**config.mk**
```make
export PLATFORM = sky130hd
export DESIGN_NAME = gpio_cfg_chain_master_flat
export DESIGN_NICKNAME = d
export VERILOG_FILES = /design/src/rtl/gpio_cfg_chain_master_if.sv /design/src/rtl/gpio_cfg_chain_master.sv /design/src/flat_wrapper.sv
export SDC_FILE = /design/constraint.sdc
export NUM_CORES = 2
export LEC_CHECK = 0
export BUFFER_PORTS_ARGS = -buffer_cell sky130_fd_sc_hd__buf_2
export CAP_MARGIN = 30
export CORE_MARGIN = 2
export CORE_UTILIZATION = 30
export CTS_CLUSTER_DIAMETER = 200
export CTS_CLUSTER_SIZE = 14
export DETAILED_ROUTE_END_ITERATION = 8
export GPL_TIMING_DRIVEN = 0
export SKIP_CTS_REPAIR_TIMING = 1
export SLEW_MARGIN = 15
export SYNTH_ARGS = -nofsm -noshare
export SYNTH_HDL_FRONTEND = slang
export SYNTH_SLANG_ARGS = --single-unit
```
**constraint.sdc**
```tcl
create_clock -name mclk -period 5.5 [get_ports mclk]
set_input_delay 0.55 -clock mclk [delete_from_list [all_inputs] [get_ports mclk]]
set_output_delay 0.55 -clock mclk [all_outputs]
set_load 0.03 [all_outputs]
```
**src/rtl/gpio_cfg_chain_master_if.sv**
```systemverilog
// Host and pad-chain signal bundle for gpio_cfg_chain_master.
// master = the chain master block, slave = the register bank / chain side.
interface gpio_cfg_chain_master_if #(
  parameter int NUM_PADS      = 14,
  parameter int PAD_CTRL_BITS = 16
);
  localparam int AW = (NUM_PADS > 1) ? $clog2(NUM_PADS) : 1;

  logic                     cfg_wr;
  logic [AW-1:0]            cfg_addr;
  logic [PAD_CTRL_BITS-1:0] cfg_wdata;
  logic [PAD_CTRL_BITS-1:0] cfg_rdata;
  logic [PAD_CTRL_BITS-1:0] rb_rdata;
  logic                     start;
  logic                     chain_clr;
  logic                     busy;
  logic                     done;
  logic                     cfg_err;
  logic                     serial_clock;
  logic                     serial_load;
  logic                     serial_data_out;
  logic                     serial_data_in;
  logic                     serial_shift_rstn;

  modport master (
    input  cfg_wr, cfg_addr, cfg_wdata, start, chain_clr, serial_data_in,
    output cfg_rdata, rb_rdata, busy, done, cfg_err,
           serial_clock, serial_load, serial_data_out, serial_shift_rstn
  );

  modport slave (
    output cfg_wr, cfg_addr, cfg_wdata, start, chain_clr, serial_data_in,
    input  cfg_rdata, rb_rdata, busy, done, cfg_err,
           serial_clock, serial_load, serial_data_out, serial_shift_rstn
  );
endinterface

```
**src/rtl/gpio_cfg_chain_master.sv**
```systemverilog
// Pad-configuration chain master: shadow words per pad, shifted out last pad
// first / MSB first on a divided serial clock, committed with serial_load,
// with the chain's previous contents captured into a readback buffer.
// Needs NUM_PADS*PAD_CTRL_BITS >= 3.
module gpio_cfg_chain_master #(
  parameter int                       NUM_PADS      = 14,
  parameter int                       PAD_CTRL_BITS = 16,
  parameter logic [PAD_CTRL_BITS-1:0] GPIO_DEFAULTS = PAD_CTRL_BITS'(16'h3000),
  parameter int                       CLK_DIV       = 2
) (
  input  logic                    mclk,
  input  logic                    reset,
  gpio_cfg_chain_master_if.master bus
);
  localparam int TOTAL = NUM_PADS * PAD_CTRL_BITS;
  localparam int CNT_W = $clog2(TOTAL + 1);
  localparam int DIV_W = (CLK_DIV > 1) ? $clog2(CLK_DIV) : 1;
  localparam int AW    = (NUM_PADS > 1) ? $clog2(NUM_PADS) : 1;

  localparam logic [CNT_W-1:0] LAST_BIT = CNT_W'(TOTAL - 1);
  localparam logic [DIV_W-1:0] DIV_LAST = DIV_W'(CLK_DIV - 1);
  localparam logic [AW:0]      NP_LIM   = (AW + 1)'(NUM_PADS);

  typedef enum logic [2:0] {S_IDLE, S_SETUP, S_HIGH, S_LOAD, S_CLR} state_t;

  typedef logic [NUM_PADS-1:0][PAD_CTRL_BITS-1:0] image_t;

  state_t            state_q, state_d;
  logic [CNT_W-1:0]  cnt_q, cnt_d;
  logic [DIV_W-1:0]  div_q, div_d;
  // Bits still to be sent; the bit currently on serial_data_out is not kept here.
  logic [TOTAL-2:0]  image_q, image_d;
  logic [TOTAL-1:0]  rb_sr_q, rb_sr_d;
  image_t            shadow_q, shadow_d;
  image_t            rb_q, rb_d;
  logic [TOTAL-1:0]  shadow_flat;
  logic              sclk_q, sclk_d;
  logic              load_q, load_d;
  logic              sdo_q, sdo_d;
  logic              rstn_q, rstn_d;
  logic              busy_q, busy_d;
  logic              done_q, done_d;
  logic              err_q, err_d;
  logic              addr_ok;
  logic              div_last;

  assign addr_ok  = ({1'b0, bus.cfg_addr} < NP_LIM);
  assign div_last = (div_q == DIV_LAST);

  assign bus.cfg_rdata         = addr_ok ? shadow_q[bus.cfg_addr] : '0;
  assign bus.rb_rdata          = addr_ok ? rb_q[bus.cfg_addr]     : '0;
  assign bus.serial_clock      = sclk_q;
  assign bus.serial_load       = load_q;
  assign bus.serial_data_out   = sdo_q;
  assign bus.serial_shift_rstn = rstn_q;
  assign bus.busy              = busy_q;
  assign bus.done              = done_q;
  assign bus.cfg_err           = err_q;

  // Next-state, shadow write, shift datapath and registered outputs.
  always_comb begin
    state_d  = state_q;
    cnt_d    = cnt_q;
    div_d    = div_q;
    image_d  = image_q;
    rb_sr_d  = rb_sr_q;
    rb_d     = rb_q;
    shadow_d = shadow_q;
    sdo_d    = sdo_q;
    done_d   = 1'b0;
    err_d    = busy_q & (bus.cfg_wr | bus.start | bus.chain_clr);

    // Write lands before the image snapshot so a same-cycle start sees it.
    if (bus.cfg_wr && (state_q == S_IDLE) && addr_ok)
      shadow_d[bus.cfg_addr] = bus.cfg_wdata;
    shadow_flat = shadow_d;

    case (state_q)
      S_IDLE: begin
        div_d = '0;
        if (bus.chain_clr) begin
          state_d = S_CLR;
        end else if (bus.start) begin
          state_d = S_SETUP;
          cnt_d   = '0;
          sdo_d   = shadow_flat[TOTAL-1];
          image_d = shadow_flat[TOTAL-2:0];
        end
      end
      S_SETUP: begin
        if (div_last) begin
          state_d = S_HIGH;
          div_d   = '0;
        end else begin
          div_d = div_q + 1'b1;
        end
      end
      S_HIGH: begin
        if (div_last) begin
          // Sample the returning bit as late as possible in the high phase.
          rb_sr_d = {rb_sr_q[TOTAL-2:0], bus.serial_data_in};
          div_d   = '0;
          if (cnt_q == LAST_BIT) begin
            state_d = S_LOAD;
          end else begin
            state_d = S_SETUP;
            cnt_d   = cnt_q + 1'b1;
            sdo_d   = image_q[TOTAL-2];
            image_d = {image_q[TOTAL-3:0], 1'b0};
          end
        end else begin
          div_d = div_q + 1'b1;
        end
      end
      S_LOAD: begin
        if (div_last) begin
          state_d = S_IDLE;
          div_d   = '0;
          done_d  = 1'b1;
          rb_d    = rb_sr_q;
        end else begin
          div_d = div_q + 1'b1;
        end
      end
      S_CLR: begin
        if (div_last) begin
          state_d = S_IDLE;
          div_d   = '0;
          done_d  = 1'b1;
        end else begin
          div_d = div_q + 1'b1;
        end
      end
      default: begin
        state_d = S_IDLE;
        div_d   = '0;
      end
    endcase

    sclk_d = (state_d == S_HIGH);
    load_d = (state_d == S_LOAD);
    rstn_d = (state_d != S_CLR);
    busy_d = (state_d != S_IDLE);
  end

  // State and output registers; reset aborts any sequence in progress.
  always_ff @(posedge mclk) begin
    if (reset) begin
      state_q  <= S_IDLE;
      cnt_q    <= '0;
      div_q    <= '0;
      image_q  <= '0;
      rb_sr_q  <= '0;
      shadow_q <= {NUM_PADS{GPIO_DEFAULTS}};
      rb_q     <= '0;
      sclk_q   <= 1'b0;
      load_q   <= 1'b0;
      sdo_q    <= 1'b0;
      rstn_q   <= 1'b1;
      busy_q   <= 1'b0;
      done_q   <= 1'b0;
      err_q    <= 1'b0;
    end else begin
      state_q  <= state_d;
      cnt_q    <= cnt_d;
      div_q    <= div_d;
      image_q  <= image_d;
      rb_sr_q  <= rb_sr_d;
      shadow_q <= shadow_d;
      rb_q     <= rb_d;
      sclk_q   <= sclk_d;
      load_q   <= load_d;
      sdo_q    <= sdo_d;
      rstn_q   <= rstn_d;
      busy_q   <= busy_d;
      done_q   <= done_d;
      err_q    <= err_d;
    end
  end
endmodule

```
**src/flat_wrapper.sv**
```systemverilog
// flat-port wrapper written by rule: the top's interface ports become plain ports
module gpio_cfg_chain_master_flat 
#(
  parameter int                       NUM_PADS      = 14,
  parameter int                       PAD_CTRL_BITS = 16,
  parameter logic [PAD_CTRL_BITS-1:0] GPIO_DEFAULTS = PAD_CTRL_BITS'(16'h3000),
  parameter int                       CLK_DIV       = 2
)
  (mclk, reset, bus_cfg_wr, bus_cfg_addr, bus_cfg_wdata, bus_start, bus_chain_clr, bus_serial_data_in, bus_cfg_rdata, bus_rb_rdata, bus_busy, bus_done, bus_cfg_err, bus_serial_clock, bus_serial_load, bus_serial_data_out, bus_serial_shift_rstn);
  gpio_cfg_chain_master_if #(.NUM_PADS(NUM_PADS), .PAD_CTRL_BITS(PAD_CTRL_BITS)) bus_i ();
  input  logic mclk;
  input  logic reset;
  input wire logic [$bits(bus_i.cfg_wr)-1:0] bus_cfg_wr;
  input wire logic [$bits(bus_i.cfg_addr)-1:0] bus_cfg_addr;
  input wire logic [$bits(bus_i.cfg_wdata)-1:0] bus_cfg_wdata;
  input wire logic [$bits(bus_i.start)-1:0] bus_start;
  input wire logic [$bits(bus_i.chain_clr)-1:0] bus_chain_clr;
  input wire logic [$bits(bus_i.serial_data_in)-1:0] bus_serial_data_in;
  output wire logic [$bits(bus_i.cfg_rdata)-1:0] bus_cfg_rdata;
  output wire logic [$bits(bus_i.rb_rdata)-1:0] bus_rb_rdata;
  output wire logic [$bits(bus_i.busy)-1:0] bus_busy;
  output wire logic [$bits(bus_i.done)-1:0] bus_done;
  output wire logic [$bits(bus_i.cfg_err)-1:0] bus_cfg_err;
  output wire logic [$bits(bus_i.serial_clock)-1:0] bus_serial_clock;
  output wire logic [$bits(bus_i.serial_load)-1:0] bus_serial_load;
  output wire logic [$bits(bus_i.serial_data_out)-1:0] bus_serial_data_out;
  output wire logic [$bits(bus_i.serial_shift_rstn)-1:0] bus_serial_shift_rstn;
  assign bus_i.cfg_wr = bus_cfg_wr;
  assign bus_i.cfg_addr = bus_cfg_addr;
  assign bus_i.cfg_wdata = bus_cfg_wdata;
  assign bus_i.start = bus_start;
  assign bus_i.chain_clr = bus_chain_clr;
  assign bus_i.serial_data_in = bus_serial_data_in;
  assign bus_cfg_rdata = bus_i.cfg_rdata;
  assign bus_rb_rdata = bus_i.rb_rdata;
  assign bus_busy = bus_i.busy;
  assign bus_done = bus_i.done;
  assign bus_cfg_err = bus_i.cfg_err;
  assign bus_serial_clock = bus_i.serial_clock;
  assign bus_serial_load = bus_i.serial_load;
  assign bus_serial_data_out = bus_i.serial_data_out;
  assign bus_serial_shift_rstn = bus_i.serial_shift_rstn;
  gpio_cfg_chain_master #(.NUM_PADS(NUM_PADS), .PAD_CTRL_BITS(PAD_CTRL_BITS), .GPIO_DEFAULTS(GPIO_DEFAULTS), .CLK_DIV(CLK_DIV)) u_core (.mclk(mclk), .reset(reset), .bus(bus_i));
endmodule
```
* Word-level counts from Yosys, hierarchy flattened
Cells that the tools add are included. W data, S select, Z words.
Word-level totals: input bits 26, register bits 914, output and inout port bits 39
Operators by class: equality and inequality tests 12, mux-type cells 33, $lt $le $gt $ge 3, bitwise logic cells 5, reduce and logical (&&, ||, !) cells 13, add/subtract/negate cells 2
Operator list (number):
- $mux W223 | 4
- $pmux W223 S2 | 1
- $bwmux W224 | 1
- $mux W224 | 1
- $bmux W16 S4 | 2
- $mux W16 | 5
- $demux W16 S4 | 1
- $mux W8 | 4
- $pmux W8 S2 | 1
- $mux W3 | 5
- $eq A3 B2 Y1 const B | 4
- $pmux W3 S4 | 1
- $add A8 B1 Y8 const B | 1
- $eq A8 B8 Y1 const B | 1
- $ne A2 B2 Y1 const B | 3
- $lt A4 B5 Y1 const B | 1
- $mux W1 | 5
- $reduce_and A5 Y1 | 1
- $ge A4 B1 Y1 const B | 1
- $lt A4 B4 Y1 const B | 1
- $reduce_and A2 Y1 | 2
- $reduce_or A2 Y1 | 2
- $reduce_or A4 Y1 | 1
- $eq A3 B1 Y1 const B | 1
- 14 further kinds | 18

* Longest topological paths before layout
word-level depth 9, gate-level depth with buffers 8

* Worst setup path after synthesis
No wires, ideal clock.
kind input-to-output, start input port bus_cfg_addr[0], end output port bus_cfg_rdata[0], stages 6, setup slack 2.795 ns, arrival time 2.155 ns, buffers on the path 3, cells stage by stage buf_2 -> buf_4 -> buf_2 -> mux4_2 -> a22oi_1 -> nand2_1
On the way: word-level cells in the longest chain between the ends 3
RTL lines:
- start, declared | line flat_wrapper.sv:14 | input wire logic [$bits(bus_i.cfg_addr)-1:0] bus_cfg_addr;
- $bmux W16 S4 | line gpio_cfg_chain_master.sv:50 | assign bus.cfg_rdata = addr_ok ? shadow_q[bus.cfg_addr] : '0;
- $mux W16 (not written as such) | line gpio_cfg_chain_master.sv:50
- $mux W16 (*) | line gpio_cfg_chain_master.sv:50
- end, declared | line flat_wrapper.sv:19 | output wire logic [$bits(bus_i.cfg_rdata)-1:0] bus_cfg_rdata;
Mark *: on every way between the ends. The rest lies on a longest branch, timed or not. The select of a mux whose other input is x is not followed.

* Worst setup path after layout
start input port bus_cfg_addr[1], end output port bus_cfg_rdata[13]
The elaborated chain is that of the path after synthesis.

==> impl_metrics.csv <==
group,metric,value,unit
yosys,synth_nets,4372,
sta,setup_viol,0,
sta,finClkSkew,0.0373,ns
sta,finalCritPeriodShare,75.3,%
grt,grt_max_degree,15,
yosys,yosysWarnings,0,
placement,gp_congestion,0.962,
critical_path,r2r_end,"u_core.image_q[174]",
drt,viasPerCell,5.28,
critical_path,timing.critical_path.to,"bus_cfg_rdata[13]",
pwr,power.density,283,nW/um^2
drt,wirelength,131,mm
placement,placed_cells,6163,
yosys,synth_cell_type_count,55,
clock_network,htree_num_levels,3,
clock_network,cts_buffers,75,
die,initial_core_util,30.2,%
clock_network,clock_latency,0.66,ns
critical_path,cp.required,4.95,ns
placement,portBuffers,63,
sta,slew_viol_final,0,
clock_network,cts_sinks,914,
sta,fin_setup_tns,0,ns
critical_path,cp_data_arrival_time,3.59,ns
run,drv_cap,0,
sta,layout_setup_ws,1.36,ns
critical_path,critPathCaptureType,"output port",
drt,drt_iter0_drc,3880,
clock_network,clk_path_buf_depth,3,
critical_path,r2r-start,"u_core.state_q[1]",
grt,antenna_found_initial,2,
critical_path,cp_slowest_stage_delay,0.87,ns
die,core,130000,um^2
yosys,syn_inst,4345,
grt,grt_pass1_wl,193,mm
critical_path,path_depth,7,
die,dieArea,134000,um^2
critical_path,critPathMostFrequentCell,"buf_2",
drt,wl_met3,11.5,mm
die,rows,132,
critical_path,path_max_fanout,10,
critical_path,worstSetupPathType,"input pin to output port",
grt,grt_pass1_vias,30100,
die,die_x,365,um
yosys,synth_most_common_cell,"nand2_1",
critical_path,ff2ff_setup_slack,2.30,ns
drt,highest-signal-layer,"met5",
critical_path,r2r_cells,7,
sta,grt_setup_unrepaired,"false",
pwr,p_total,12400,uW
sta,post-route-min-period,4.14,ns
yosys,ys_seq_area_share,46.7,%
pwr,ir_drop,0.183,mV
yosys,synth_async_sr_flop_share,0,%
drt,wl_per_cell,21.0,um
placement,place_hpwl,97.2,mm
grt,grt_overflow,0,
yosys,synth_edf_count,0,
hold_path,hold_depth,3,
die,num_io_pins,65,
sta,tightest_slew,1.20,ns
drt,firstDrtPassIters,9,
drt,vias,33000,
yosys,syn_area,39200,um^2
drt,drtAntennaViolNets,0,
drt,drc_errors,1,
critical_path,startpoint,"bus_cfg_addr[1]",
die,die_y,365,um
pwr,power_leakage,0.0168,uW
sta,fmaxAchievable,242,MHz
clock_network,cts_root_buffer,"clkbuf_16",
finish,final_layout_size_suffix_gt1_share,10.0,%
clock_network,cts_tree,"done",
yosys,post-synth-top-area-cell,"dfxtp_1",
critical_path,path_cells,"buf_2 > buf_2 > buf_1 > mux4_2 > a222oi_1 > nand2_1 > buf_2",
finish,stdcell_count,6246,
hold_path,hold_class,"input pin to flop",
critical_path,crit_buf_inv,4,
yosys,synth.area.top_cells,"dfxtp_1, mux2i_1, nand2_1",
critical_path,crit_family,"buffers and inverters",
finish,utilization,33.8,%
drt,wl_met1,57.6,mm
critical_path,cpMaxStageDelayCell,"buf_1",
grt,gr-usage-all-layers,19.1,%
sta,finalHoldViolCount,0,
critical_path,cp-start-kind,"input pin",
outcome,violations,"DRC",
placement,dp_slack,1.51,ns
yosys,synth_top_area_share,46.7,%
clock_network,path_clk_slew,0.07,ns
sta,relSlewSlack,19.8,%
finish,layout.nets,4528,
yosys,synth_common_cells,"nand2_1, dfxtp_1, a21oi_1",
finish,area_delta_synth_final,11.8,%
drt,wl_met2,57.4,mm
outcome,status,"finished with violations",
yosys,synthFlopType,"dfxtp_1",
yosys,synth.ff_latch_count,914,
yosys,syn_area_per_cell,9.02,um^2
[flip-flops by register name, summed over array words and instances, names as in the netlist, 3 cells and up]
name	flops
u_core.rb_sr_q	224
u_core.cnt_q	8
u_core.state_q	3
u_core.shadow_q	224
u_core.rb_q	224
u_core.image_q	223
[layout by cell type (no fill, tap or decap), types with 3 or more instances in the layout]
cell type	n
buf_6	13
or4_1	7
a21oi_1	500
and2_1	3
o21ai_0	5
a32o_1	223
mux2i_1	374
o31ai_1	3
nand3_1	20
a22oi_1	32
nand4_4	3
a211o_1	32
a222oi_1	32
inv_1	6
mux4_2	96
nor3_1	5
buf_2	219
o211ai_1	3
nor2_1	418
nand2_1	979
nand2b_1	223
buf_4	9
clkbuf_2	4
nor2b_1	5
buf_8	8
a211oi_1	14
and3_1	5
clkbuf_1	210
nand3_4	10
clkbuf_16	76
buf_1	18
dfxtp_1	914
[cell families (layout without fill, tap and decap cells)]
family | count (synthesis) | count (layout) | share of synthesized area [%]
other | 0 | 1 | 0
buffers and inverters | 408 | 566 | 4.60
muxes | 470 | 470 | 15.1
DFF | 914 | 914 | 46.7
AOI/OAI and AO/OA | 850 | 850 | 14.8
and+or+nand+nor | 1702 | 1702 | 18.8
adders and majority gates | 1 | 1 | 0.0319
[worst min path at each step]
stage	start	endpoint	slack [ns]
4_1_cts	bus_serial_data_in	u_core.rb_sr_q[0]	0.17
2_1_floorplan	u_core.image_q[0]	u_core.image_q[0]	0.42
3_5_place_dp	u_core.image_q[0]	u_core.image_q[0]	0.44
3_3_place_gp	u_core.image_q[51]	u_core.image_q[51]	0.44
5_1_grt	bus_serial_data_in	u_core.rb_sr_q[0]	0.19
6_report	bus_serial_data_in	u_core.rb_sr_q[0]	0.19
[where the power goes]
| part | leakage [uW] | internal (uW) | switching, uW |
|---|---|---|---|
| registers | 0.00737 | 6670 | 41.1 |
| logic | 0.00849 | 222 | 577 |
| clock network | 0.000954 | 2450 | 2450 |
[through the flow]
| step | hold WS, ns | instance area, um^2 |
|---|---|---|
| after floorplan | 0.424 | 39200 |
| after global placement | 0.437 | 41700 |
| after detailed placement | 0.441 | 41900 |
| after CTS | 0.168 | 43800 |
| after global routing | 0.195 | 43800 |
| final | 0.188 | 43800 |
[final cells by class]
class	count	area (um^2)
Buffer	402	1790
Tap cell	1742	2180
Clock inverter	3	36.3
Sequential cell	914	18300
Antenna cell	1	2.50
Multi-Input combinational cell	3023	19100
Fill cell	13400	85800
Timing Repair Buffer	79	519
Inverter	6	22.5
Clock buffer	76	1900
[tightest hold or removal path, delay by kind of cell]
family	cells	cell delay (ns)
buffers and inverters	1	0.13
and+or+nand+nor	1	0.06
AOI/OAI and AO/OA	1	0.05
[metal layers]
metal | global-route usage (%) | vias to the layer above
met5 | 0 | -
met4 | 6.48 | 2
met3 | 3.94 | 273
met2 | 29.4 | 1317
met1 | 26.4 | 16000
li1 | - | 15300
Power figures use the tool's default switching activity.
